===== src/rtl/maze_job_sched.sv =====
// maze_job_sched: round-robin front end that shares one serial maze solver
// between N_REQ requesters. A granted requester streams its maze as one
// unbroken burst, the solver's reply is forwarded back to it with a last
// flag, and a watchdog recovers a hung solver with a timeout failure beat.
module maze_job_sched #(
  parameter int N_REQ     = 2,
  parameter int MAZE_BITS = 225,
  parameter int TIMEOUT   = 1023
) (
  input  logic             clk,
  input  logic             rst,
  input  logic [N_REQ-1:0] req,
  input  logic [N_REQ-1:0] mz_bit,
  output logic [N_REQ-1:0] gnt,
  output logic             sv_rst_n,
  output logic             sv_in_valid,
  output logic             sv_maze,
  input  logic             sv_out_valid,
  input  logic             sv_maze_not_valid,
  input  logic [3:0]       sv_out_x,
  input  logic [3:0]       sv_out_y,
  output logic [N_REQ-1:0] rsp_valid,
  output logic [3:0]       rsp_x,
  output logic [3:0]       rsp_y,
  output logic             rsp_fail,
  output logic             rsp_timeout,
  output logic             rsp_last
);

  localparam int SW = (N_REQ > 1) ? $clog2(N_REQ) : 1;
  localparam int LW = $clog2(MAZE_BITS);
  localparam int WW = $clog2(TIMEOUT + 1);
  localparam logic [LW-1:0] LD_END = LW'(MAZE_BITS - 1);
  localparam logic [WW-1:0] WD_END = WW'(TIMEOUT - 1);
  localparam logic [SW-1:0] LAST_RST = SW'(N_REQ - 1);

  typedef enum logic [2:0] {IDLE, LOAD, WAIT, DRAIN, RECOVER} state_t;

  state_t           state_q, state_d;
  logic [SW-1:0]    sel_q, sel_d;
  logic [SW-1:0]    last_q, last_d;
  logic [N_REQ-1:0] gnt_q, gnt_d;
  logic [LW-1:0]    ld_cnt_q, ld_cnt_d;
  logic [WW-1:0]    wd_q, wd_d;
  logic [1:0]       rc_q, rc_d;
  logic             sv_rst_n_q, sv_rst_n_d;
  logic             sv_in_valid_q, sv_in_valid_d;
  logic             sv_maze_q, sv_maze_d;
  // one-entry holding register between solver and response port
  logic             hold_v_q, hold_v_d;
  logic [3:0]       hold_x_q, hold_x_d;
  logic [3:0]       hold_y_q, hold_y_d;
  logic             hold_fail_q, hold_fail_d;
  logic [N_REQ-1:0] rsp_valid_q, rsp_valid_d;
  logic [3:0]       rsp_x_q, rsp_x_d;
  logic [3:0]       rsp_y_q, rsp_y_d;
  logic             rsp_fail_q, rsp_fail_d;
  logic             rsp_timeout_q, rsp_timeout_d;
  logic             rsp_last_q, rsp_last_d;

  logic [SW-1:0]    pick;
  logic             found;

  // round-robin pick: first requesting index after last, wrapping
  always_comb begin
    int            idx;
    logic [SW-1:0] idx_s;
    pick  = sel_q;
    found = 1'b0;
    idx   = 0;
    idx_s = '0;
    for (int i = 1; i <= N_REQ; i++) begin
      idx   = (int'(last_q) + i) % N_REQ;
      idx_s = SW'(idx);
      if (!found && req[idx_s]) begin
        found = 1'b1;
        pick  = idx_s;
      end
    end
  end

  // next-state and registered-output logic
  always_comb begin
    state_d       = state_q;
    sel_d         = sel_q;
    last_d        = last_q;
    gnt_d         = gnt_q;
    ld_cnt_d      = ld_cnt_q;
    wd_d          = wd_q;
    rc_d          = rc_q;
    sv_rst_n_d    = 1'b1;
    sv_in_valid_d = 1'b0;
    sv_maze_d     = 1'b0;
    hold_v_d      = hold_v_q;
    hold_x_d      = hold_x_q;
    hold_y_d      = hold_y_q;
    hold_fail_d   = hold_fail_q;
    rsp_valid_d   = '0;
    rsp_x_d       = 4'd0;
    rsp_y_d       = 4'd0;
    rsp_fail_d    = 1'b0;
    rsp_timeout_d = 1'b0;
    rsp_last_d    = 1'b0;

    case (state_q)
      IDLE: begin
        if (found) begin
          sel_d       = pick;
          gnt_d       = '0;
          gnt_d[pick] = 1'b1;
          ld_cnt_d    = '0;
          state_d     = LOAD;
        end
      end
      LOAD: begin
        // burst runs to completion regardless of req
        sv_maze_d     = mz_bit[sel_q];
        sv_in_valid_d = 1'b1;
        ld_cnt_d      = ld_cnt_q + 1'b1;
        if (ld_cnt_q == LD_END) begin
          gnt_d   = '0;
          wd_d    = '0;
          state_d = WAIT;
        end
      end
      WAIT: begin
        wd_d = wd_q + 1'b1;
        if (sv_out_valid) begin
          // failure beats are stored already zeroed
          hold_v_d    = 1'b1;
          hold_fail_d = sv_maze_not_valid;
          hold_x_d    = sv_maze_not_valid ? 4'd0 : sv_out_x;
          hold_y_d    = sv_maze_not_valid ? 4'd0 : sv_out_y;
          state_d     = DRAIN;
        end else if (wd_q == WD_END) begin
          rc_d    = 2'd0;
          state_d = RECOVER;
        end
      end
      DRAIN: begin
        if (rsp_last_q || !hold_v_q) begin
          // final beat is on the port this cycle; the job is done
          last_d   = sel_q;
          hold_v_d = 1'b0;
          state_d  = IDLE;
        end else begin
          rsp_valid_d[sel_q] = 1'b1;
          rsp_x_d            = hold_x_q;
          rsp_y_d            = hold_y_q;
          rsp_fail_d         = hold_fail_q;
          rsp_last_d         = hold_fail_q || !sv_out_valid;
          if (hold_fail_q || !sv_out_valid) begin
            hold_v_d = 1'b0;
          end else begin
            hold_fail_d = sv_maze_not_valid;
            hold_x_d    = sv_maze_not_valid ? 4'd0 : sv_out_x;
            hold_y_d    = sv_maze_not_valid ? 4'd0 : sv_out_y;
          end
        end
      end
      RECOVER: begin
        // two cycles of solver reset, then the timeout beat, then idle
        rc_d = rc_q + 1'b1;
        if (rc_q < 2'd2) begin
          sv_rst_n_d = 1'b0;
        end else if (rc_q == 2'd2) begin
          rsp_valid_d[sel_q] = 1'b1;
          rsp_fail_d         = 1'b1;
          rsp_timeout_d      = 1'b1;
          rsp_last_d         = 1'b1;
        end else begin
          last_d  = sel_q;
          state_d = IDLE;
        end
      end
      default: state_d = IDLE;
    endcase
  end

  // state and output registers
  always_ff @(posedge clk or posedge rst) begin
    if (rst) begin
      state_q       <= IDLE;
      sel_q         <= '0;
      last_q        <= LAST_RST;
      gnt_q         <= '0;
      ld_cnt_q      <= '0;
      wd_q          <= '0;
      rc_q          <= '0;
      sv_rst_n_q    <= 1'b0;
      sv_in_valid_q <= 1'b0;
      sv_maze_q     <= 1'b0;
      hold_v_q      <= 1'b0;
      hold_x_q      <= 4'd0;
      hold_y_q      <= 4'd0;
      hold_fail_q   <= 1'b0;
      rsp_valid_q   <= '0;
      rsp_x_q       <= 4'd0;
      rsp_y_q       <= 4'd0;
      rsp_fail_q    <= 1'b0;
      rsp_timeout_q <= 1'b0;
      rsp_last_q    <= 1'b0;
    end else begin
      state_q       <= state_d;
      sel_q         <= sel_d;
      last_q        <= last_d;
      gnt_q         <= gnt_d;
      ld_cnt_q      <= ld_cnt_d;
      wd_q          <= wd_d;
      rc_q          <= rc_d;
      sv_rst_n_q    <= sv_rst_n_d;
      sv_in_valid_q <= sv_in_valid_d;
      sv_maze_q     <= sv_maze_d;
      hold_v_q      <= hold_v_d;
      hold_x_q      <= hold_x_d;
      hold_y_q      <= hold_y_d;
      hold_fail_q   <= hold_fail_d;
      rsp_valid_q   <= rsp_valid_d;
      rsp_x_q       <= rsp_x_d;
      rsp_y_q       <= rsp_y_d;
      rsp_fail_q    <= rsp_fail_d;
      rsp_timeout_q <= rsp_timeout_d;
      rsp_last_q    <= rsp_last_d;
    end
  end

  assign gnt         = gnt_q;
  assign sv_rst_n    = sv_rst_n_q;
  assign sv_in_valid = sv_in_valid_q;
  assign sv_maze     = sv_maze_q;
  assign rsp_valid   = rsp_valid_q;
  assign rsp_x       = rsp_x_q;
  assign rsp_y       = rsp_y_q;
  assign rsp_fail    = rsp_fail_q;
  assign rsp_timeout = rsp_timeout_q;
  assign rsp_last    = rsp_last_q;

endmodule


===== config.mk =====
export PLATFORM = sky130hd
export DESIGN_NAME = maze_job_sched
export DESIGN_NICKNAME = d
export VERILOG_FILES = /design/src/rtl/maze_job_sched.sv
export SDC_FILE = /design/constraint.sdc
export NUM_CORES = 1
export LEC_CHECK = 0
export ABC_AREA = 1
export BUFFER_PORTS_ARGS = -buffer_cell sky130_fd_sc_hd__buf_2
export CAP_MARGIN = 0
export CELL_PAD_IN_SITES_DETAIL_PLACEMENT = 1
export CELL_PAD_IN_SITES_GLOBAL_PLACEMENT = 2
export CORE_MARGIN = 2
export CORE_UTILIZATION = 37
export CTS_BUF_LIST = sky130_fd_sc_hd__clkbuf_16
export DETAILED_ROUTE_END_ITERATION = 6
export GPL_TIMING_DRIVEN = 0
export PLACE_DENSITY = 0.82
export SLEW_MARGIN = 10
export SYNTH_ARGS = -nofsm -noshare
export SYNTH_HDL_FRONTEND = slang
export SYNTH_SLANG_ARGS = --single-unit

===== constraint.sdc =====
create_clock -name clk -period 2.8 [get_ports clk]
set_input_delay 0.56 -clock clk [delete_from_list [all_inputs] [get_ports clk]]
set_output_delay 0.56 -clock clk [all_outputs]
set_load 0.02 [all_outputs]

==> results of run 1 <==
==> metal layers <==
layer,up-vias,track usage,share of wire
met5,-,0,0
met4,0,0.0426,0.011
met3,7,0.0314,0.030
met2,30,0.272,0.49
met1,955,0.218,0.47
li1,986,-,-
==> worst register-to-register path: cells and delay by family (launching register included) <==
kind                     cells  cell delay [ns]
buffers and inverters        3             0.36
flip-flops                   1             0.40
AO/OA/AOI/OAI                2             0.18
AND/OR/NAND/NOR              2             0.37
adder cells (fa/ha/maj)      1             0.16
==> state kept, by name (all words and copies together) (netlist names) <==
register	count
wd_q	10
ld_cnt_q	8
hold_x_q	4
hold_y_q	4
rsp_x	4
rsp_y	4
state_q	3
gnt	2
rc_q	2
rsp_valid	2
hold_fail_q	1
hold_v_q	1
last_q	1
rsp_fail	1
rsp_last	1
rsp_timeout	1
sel_q	1
sv_in_valid	1
sv_maze	1
sv_rst_n	1
==> area by class of cell <==
cell class	count	area share
buffer	3	0.0110
sequential	53	0.451
timing repair buffer	34	0.0628
clock buffer	5	0.0425
clock inverter	3	0.00849
tap	80	0.0340
inverter	45	0.0582
multi-input combinational	179	0.332
==> path summary, 6_finish.rpt <==
kind                             startpoint       end  slack (ns)  cells after the start
max in group asynchronous               rst   wd_q[3]        1.88                      3
min in group clk                    wd_q[3]   wd_q[3]        0.48                      1
worst max-delay path            ld_cnt_q[0]   wd_q[2]        1.22                      8
worst min register to register      wd_q[3]   wd_q[3]        0.48                      1
worst max register to register  ld_cnt_q[0]   wd_q[2]        1.22                      8
worst min-delay path                    rst  rsp_x[2]        0.34                      2
==> power by group through the flow <==
stage	sequential (uW)	combinational (uW)	clock, uW
final	1120	971	630
after global routing	1150	1110	682
after CTS	1120	999	650
after detailed placement	1130	991	0
after global placement	1130	959	0
after floorplan	1160	690	0
==> logic make-up (layout without fill, tap and decap cells) <==
group	Yosys count	in the layout	share of synthesized area
buffers and inverters	48	90	0.0812
AOI/OAI and AO/OA	52	52	0.126
DFF	53	53	0.529
adders and majority gates	5	5	0.0249
and+or+nand+nor	121	121	0.236
muxes	1	1	0.00399
==> cells in the mapped netlist (3+ instances only) <==
cell,number,share of area
a21oi_1,14,0.028
dfrtp_1,52,0.52
ha_1,5,0.025
inv_1,39,0.058
inv_2,4,0.0060
nand2_1,54,0.081
nand2_2,3,0.0075
nand3_1,21,0.042
nand3_4,3,0.021
nand4_1,3,0.0075
nor2_1,27,0.040
o21ai_0,18,0.036
o21ai_2,9,0.031
==> metrics by stage <==
| step | worst slack [ns] | instances | cell area [sq um] | hold WS, ns |
|---|---|---|---|---|
| after floorplan | 0.955 | 280 | 2510 | 0.441 |
| after global placement | 0.171 | 393 | 2780 | 0.461 |
| after detailed placement | 1.22 | 394 | 2800 | 0.472 |
| after CTS | 1.18 | 402 | 2950 | 0.372 |
| after global routing | 1.01 | 402 | 2950 | 0.395 |
| final | 1.22 | 402 | 2950 | 0.345 |
==> qor.tcl, run 1 <==
set qor(outcome) {finished, final reports clean}
set qor(routabilityCongestion) 0.732
set qor(total_switching_power_uw) 1080
set qor(ys_dominant_reg_cell) {dfrtp_1}
set qor(finalHoldViolCount) 0
set qor(chipWidth_microns) 86.4
set qor(gr-total-overflow) 0
set qor(fp-row-count) 30
set qor(floorplan.io_pins) 34
set qor(intPower_uw) 1640
set qor(clkTransAtPathRegs_ns) 0.08
set qor(syn2layout_area_growth_pct) 17.3
set qor(sequence_of_cells_on_the_critical_path) {inv_1, ha_1, inv_1, nor3_1, nand3_2, buf_4, a21oi_1, a21oi_1}
set qor(post_synth_num_cell_types) 33
set qor(worst-slew-pin-transition_ns) 0.644
set qor(crit_buf_inv) 3
set qor(leakage_power_figure_uw) 0.00148
set qor(cp_slowest_stage_delay_ns) 0.40
set qor(multi_input_area_sq_um) 980
set qor(htreeDepth) 2
set qor(clock-sinks) 53
set qor(worstSetupStartpointType) {flip-flop}
set qor(timing.max_slew.rel_slack) 0.570
set qor(max-vdd-ir-drop_mv) 0.312
set qor(synthesis.nets) 301
set qor(finalPower_uw) 2720
set qor(layout.cells.most_common_list) {54 x nand2_1, 52 x dfrtp_1, 38 x inv_1}
set qor(crit_type) {reg -> reg}
set qor(ys_seq_area_frac) 0.529
set qor(finalCritPeriodShare) 0.565
set qor(num_vias) 1978
set qor(holdBufCountCts) 0
set qor(synth-seq-cells) 53
set qor(worst_skew_pair.late_latency_ns) 0.29
set qor(layout_cell_share_with_drive_strength_beyond_1) 0.239
set qor(total_wirelength_mm) 5.52
set qor(layout_commonest_cell) {nand2_1}
set qor(cts_max_path_buffers) 2
set qor(power.sequential.fraction) 0.411
set qor(cts_setup_buffers) 0
set qor(start_util) 0.376
set qor(grt_start_max_net_pins) 30
set qor(grt_pass1_wl_mm) 9.73
set qor(setup_total_negative_slack_ns) 0
set qor(grtUsageTotal) 0.163
set qor(tritoncts) {done}
set qor(ys.warnings.count) 0
set qor(root_buffer_cell) {clkbuf_16}
set qor(ant_nets) 0
set qor(avgRoutedWirePerCell_microns) 13.7
set qor(net_count_final) 342
set qor(required_time_at_the_worst_slack_endpoint_ns) 2.97
set qor(clock.fmax_mhz) 633
set qor(share_clk_of_total_power) 0.232
set qor(worst-endpoint-arrival_ns) 1.76
set qor(die_y_microns) 86.4
set qor(rsz0062_at_grt) {no}
set qor(register_area_sq_um) 1330
set qor(layout_min_cycle_time_ns) 1.58
set qor(async_flop_share) 1.00
set qor(core_sq_um) 6680
set qor(slowest_stage) {dfrtp_1}
set qor(port_buffer_count) 33
set qor(clock-skew-final_ns) 0.00729
set qor(switching_share) 0.396
set qor(synth_area_per_cell_sq_um) 8.97
set qor(cap_violations) 0
set qor(final-setup-viol-count) 0
set qor(cp_top_family) {flip-flops}
set qor(post_drt_via_cell_ratio) 4.92
set qor(power_frac_comb) 0.358
set qor(critical_path.max_fanout) 10
set qor(filler_cell_count_in_the_final_layout) 814
set qor(endpoint_kind) {flip-flop}
set qor(detail_route.drc_violations) 0
set qor(p_per_area_nw_per_um2) 922
set qor(synth_area_sq_um) 2510
set qor(grt_antenna_before_repair) 0
set qor(timing.final.max_slew_violations) 0
set qor(dr.pass1.iters) 4
set qor(synth-edff-count) 0
set qor(place.detailed.hpwl_mm) 4.17
set qor(postSynthCellCount) 280
set qor(holdCritPathClass) {in -> async}
set qor(num_antenna_cells) 0
set qor(postCtsResizedCells) 0
set qor(cts_buf_count) 5
set qor(dr.first_iter.drc_count) 60
set qor(utilization) 0.441
set qor(first_global_vias) 2081
set qor(die_area_sq_um) 7460
(Power assumes the default switching activity.)
==> run 2, diff against run 1 <==
--- a/config.mk
+++ b/config.mk
@@ -11,11 +11,11 @@
 export CELL_PAD_IN_SITES_DETAIL_PLACEMENT = 1
 export CELL_PAD_IN_SITES_GLOBAL_PLACEMENT = 2
 export CORE_MARGIN = 2
-export CORE_UTILIZATION = 37
+export CORE_UTILIZATION = 31
 export CTS_BUF_LIST = sky130_fd_sc_hd__clkbuf_16
 export DETAILED_ROUTE_END_ITERATION = 6
 export GPL_TIMING_DRIVEN = 0
-export PLACE_DENSITY = 0.82
+export PLACE_DENSITY = 0.73
 export SLEW_MARGIN = 10
 export SYNTH_ARGS = -nofsm -noshare
 export SYNTH_HDL_FRONTEND = slang
==> constraint.sdc (replaced) <==
create_clock -name clk -period 1.3 [get_ports clk]
set_input_delay 0.26 -clock clk [delete_from_list [all_inputs] [get_ports clk]]
set_output_delay 0.26 -clock clk [all_outputs]
set_load 0.02 [all_outputs]
==> run 2 against run 1 <==
The run now ends with negative setup slack left. Global-route usage shrank 0.91 points. Sequential share of layout area shrank 7.7 points. Cell count rose by 14%. Core utilization grew 1.5 points. Clock-buffer cell count did not move. Critical path type unchanged. Critical endpoint is now state_q[0].
==> qor.tcl, run 2 (synthesis results as in run 1) <==
set qor(cp_top_family) {simple AND/OR/NAND/NOR gates}
set qor(layout_min_cycle_time_ns) 1.37 ;# -0.213 ns
set qor(cts_buf_count) 5 ;# unchanged
set qor(post_drt_via_cell_ratio) 4.72 ;# -4.0%
set qor(final-setup-viol-count) 14 ;# +14
set qor(layout_cell_share_with_drive_strength_beyond_1) 0.444 ;# +0.205
set qor(layout.cells.most_common_list) {49 x dfrtp_1, 42 x nand2_1, 33 x buf_2}
set qor(max-vdd-ir-drop_mv) 0.765 ;# +150%
set qor(postLayoutSetupSlackWorst_ns) -0.0677 ;# -1.29 ns
set qor(stdcell_count) 458 ;# +14%
set qor(holdCritPathClass) {in -> async}
set qor(finalHoldViolCount) 0 ;# unchanged
set qor(largest_reg_flops) 10 ;# unchanged
set qor(ant_nets) 0 ;# unchanged
set qor(fp-row-count) 32 ;# +6.7%
set qor(outcome) {finished, violations left}
set qor(chipWidth_microns) 94 ;# +8.8%
set qor(biggestRegsByFlops) {wd_q x10, ld_cnt_q x8}
set qor(grt_pass1_wl_mm) 10.7 ;# +9.7%
set qor(holdBufCountCts) 0 ;# unchanged
set qor(cap_violations) 0 ;# unchanged
set qor(placedCellCount) 415 ;# +5.3%
set qor(crit_buf_inv) 2 ;# -1
set qor(endpoint_kind) {flip-flop}
set qor(grt_start_max_net_pins) 54 ;# +80%
set qor(timing.final.max_slew_violations) 0 ;# unchanged
set qor(leakage_power_figure_uw) 0.00174 ;# +17%
set qor(place.detailed.hpwl_mm) 4.13 ;# -0.86%
set qor(core_sq_um) 7810 ;# +17%
set qor(port_buffer_count) 33 ;# unchanged
set qor(die_area_sq_um) 8840 ;# +18%
set qor(grt_antenna_before_repair) 0 ;# unchanged
set qor(final.hold.worst_slack_ns) 0.0661 ;# -0.278 ns
set qor(worst-slew-pin-transition_ns) 0.685 ;# +0.0417 ns
set qor(clock-sinks) 53 ;# unchanged
set qor(num_antenna_cells) 0 ;# unchanged
set qor(avgRoutedWirePerCell_microns) 14.2 ;# +3.6%
set qor(rr_startpoint) {ld_cnt_q[1]}
set qor(num_vias) 2163 ;# +9.4%
set qor(p_per_area_nw_per_um2) 2060 ;# +120%
set qor(die_y_microns) 94 ;# +8.8%
set qor(registers.top_by_ff_count) {wd_q}
set qor(finalCritPeriodShare) 1.05 ;# +0.488
set qor(total_wirelength_mm) 6.52 ;# +18%
set qor(start_util) 0.322 ;# -0.0542
set qor(critical_path.max_fanout) 3 ;# -7
set qor(clock.fmax_mhz) 731 ;# +16%
set qor(syn2layout_area_growth_pct) 41.9
set qor(worstSetupStartpointType) {flip-flop}
set qor(rsz0062_at_grt) {yes}
set qor(clkTransAtPathRegs_ns) 0.07 ;# about the same
set qor(worstReg2RegEnd) {state_q[0]}
set qor(required_time_at_the_worst_slack_endpoint_ns) 1.52 ;# -1.45 ns
set qor(crit_type) {reg -> reg}
set qor(layout_commonest_cell) {dfrtp_1}
set qor(dp_slack_ns) -0.250 ;# -1.47 ns
set qor(sequence_of_cells_on_the_critical_path) {inv_2, ha_4, inv_4, nor2_2, nand2_2, nand2_2, nand3_4, nor2_4, nand2_1, nand2_1}
set qor(htreeDepth) 2 ;# unchanged
set qor(setup_total_negative_slack_ns) -0.524 ;# -0.524 ns
set qor(net_count_final) 377 ;# +10%
set qor(routabilityCongestion) 0.773 ;# +5.7%
set qor(gr-total-overflow) 0 ;# unchanged
set qor(final_design_area_no_fill_sq_um) 3560 ;# +21%
set qor(slack_of_the_worst_reg_to_reg_path_ns) -0.07 ;# -1.29 ns
set qor(slowest_stage) {dfrtp_1}
set qor(timing.max_slew.rel_slack) 0.542 ;# -0.0281
set qor(dr.first_iter.drc_count) 48 ;# -20%
set qor(violations) {negative setup slack}
set qor(root_buffer_cell) {clkbuf_16}
set qor(cts_max_path_buffers) 2 ;# unchanged
set qor(worst_skew_pair.late_latency_ns) 0.29 ;# about the same
set qor(dr.pass1.iters) 4 ;# unchanged
set qor(clock-skew-final_ns) 0.00473 ;# -0.00257 ns
set qor(first_global_vias) 2289 ;# +10%
set qor(cp_slowest_stage_delay_ns) 0.39 ;# about the same
set qor(worst-endpoint-arrival_ns) 1.59 ;# -0.17 ns
set qor(detail_route.drc_violations) 0 ;# unchanged
set qor(tritoncts) {done}
set qor(grtUsageTotal) 0.154 ;# -0.00909
set qor(placement.cell_area_sq_um) 2820 ;# +0.72%
set qor(floorplan.io_pins) 34 ;# unchanged
set qor(reg2reg_depth) 10 ;# +2
[run 2: final cells by class]
type | instances | area, sq um
fillers | 910 | 4250
well taps | 102 | 128
multi-input cells | 180 | 1240
plain buffers | 3 | 38.8
clock inverters | 2 | 35.0
clock buffers | 5 | 125
repair buffers | 68 | 477
flip-flops and latches | 53 | 1330
inverters | 45 | 190
[run 2: power breakdown]
part           switching [uW]  internal (uW)
Combinational            1940           1470
Clock                     592            895
Sequential                331           2120
Total                    2860           4480
[run 2: repair_timing]
item | in CTS | in global routing
setup endpoints to repair | 38 | 39
buffers inserted | 21 | 12
gates resized for setup | 40 | 49
pin swaps | 14 | 26
cloned | 1 | 1
[run 2: per-stage QoR]
stage	power, uW	util
6_report	7350	0.456
2_1_floorplan	3990	-
3_3_place_gp	4520	0.361
5_1_grt	7860	0.456
4_1_cts	6760	0.417
3_5_place_dp	4590	0.361
[run 2: how the worst max path moves through the flow]
stage	slack [ns]	end	startpoint	cells after the start
floorplan	0.008	wd_q[2]	ld_cnt_q[0]	8
global placement	-0.26	rsp_valid[1]	state_q[1]	7
detailed placement	-0.25	rsp_valid[1]	state_q[1]	7
CTS	-0.04	rsp_valid[1]	state_q[1]	7
global route	-0.20	wd_q[2]	ld_cnt_q[5]	6
finish	-0.07	state_q[0]	ld_cnt_q[1]	10
[run 2: per-layer routing]
layer / global-route usage / wire [microns]
met1: 0.190 / 2860
met2: 0.271 / 3370
met3: 0.0361 / 221
met4: 0.0362 / 61
met5: 0 / 0
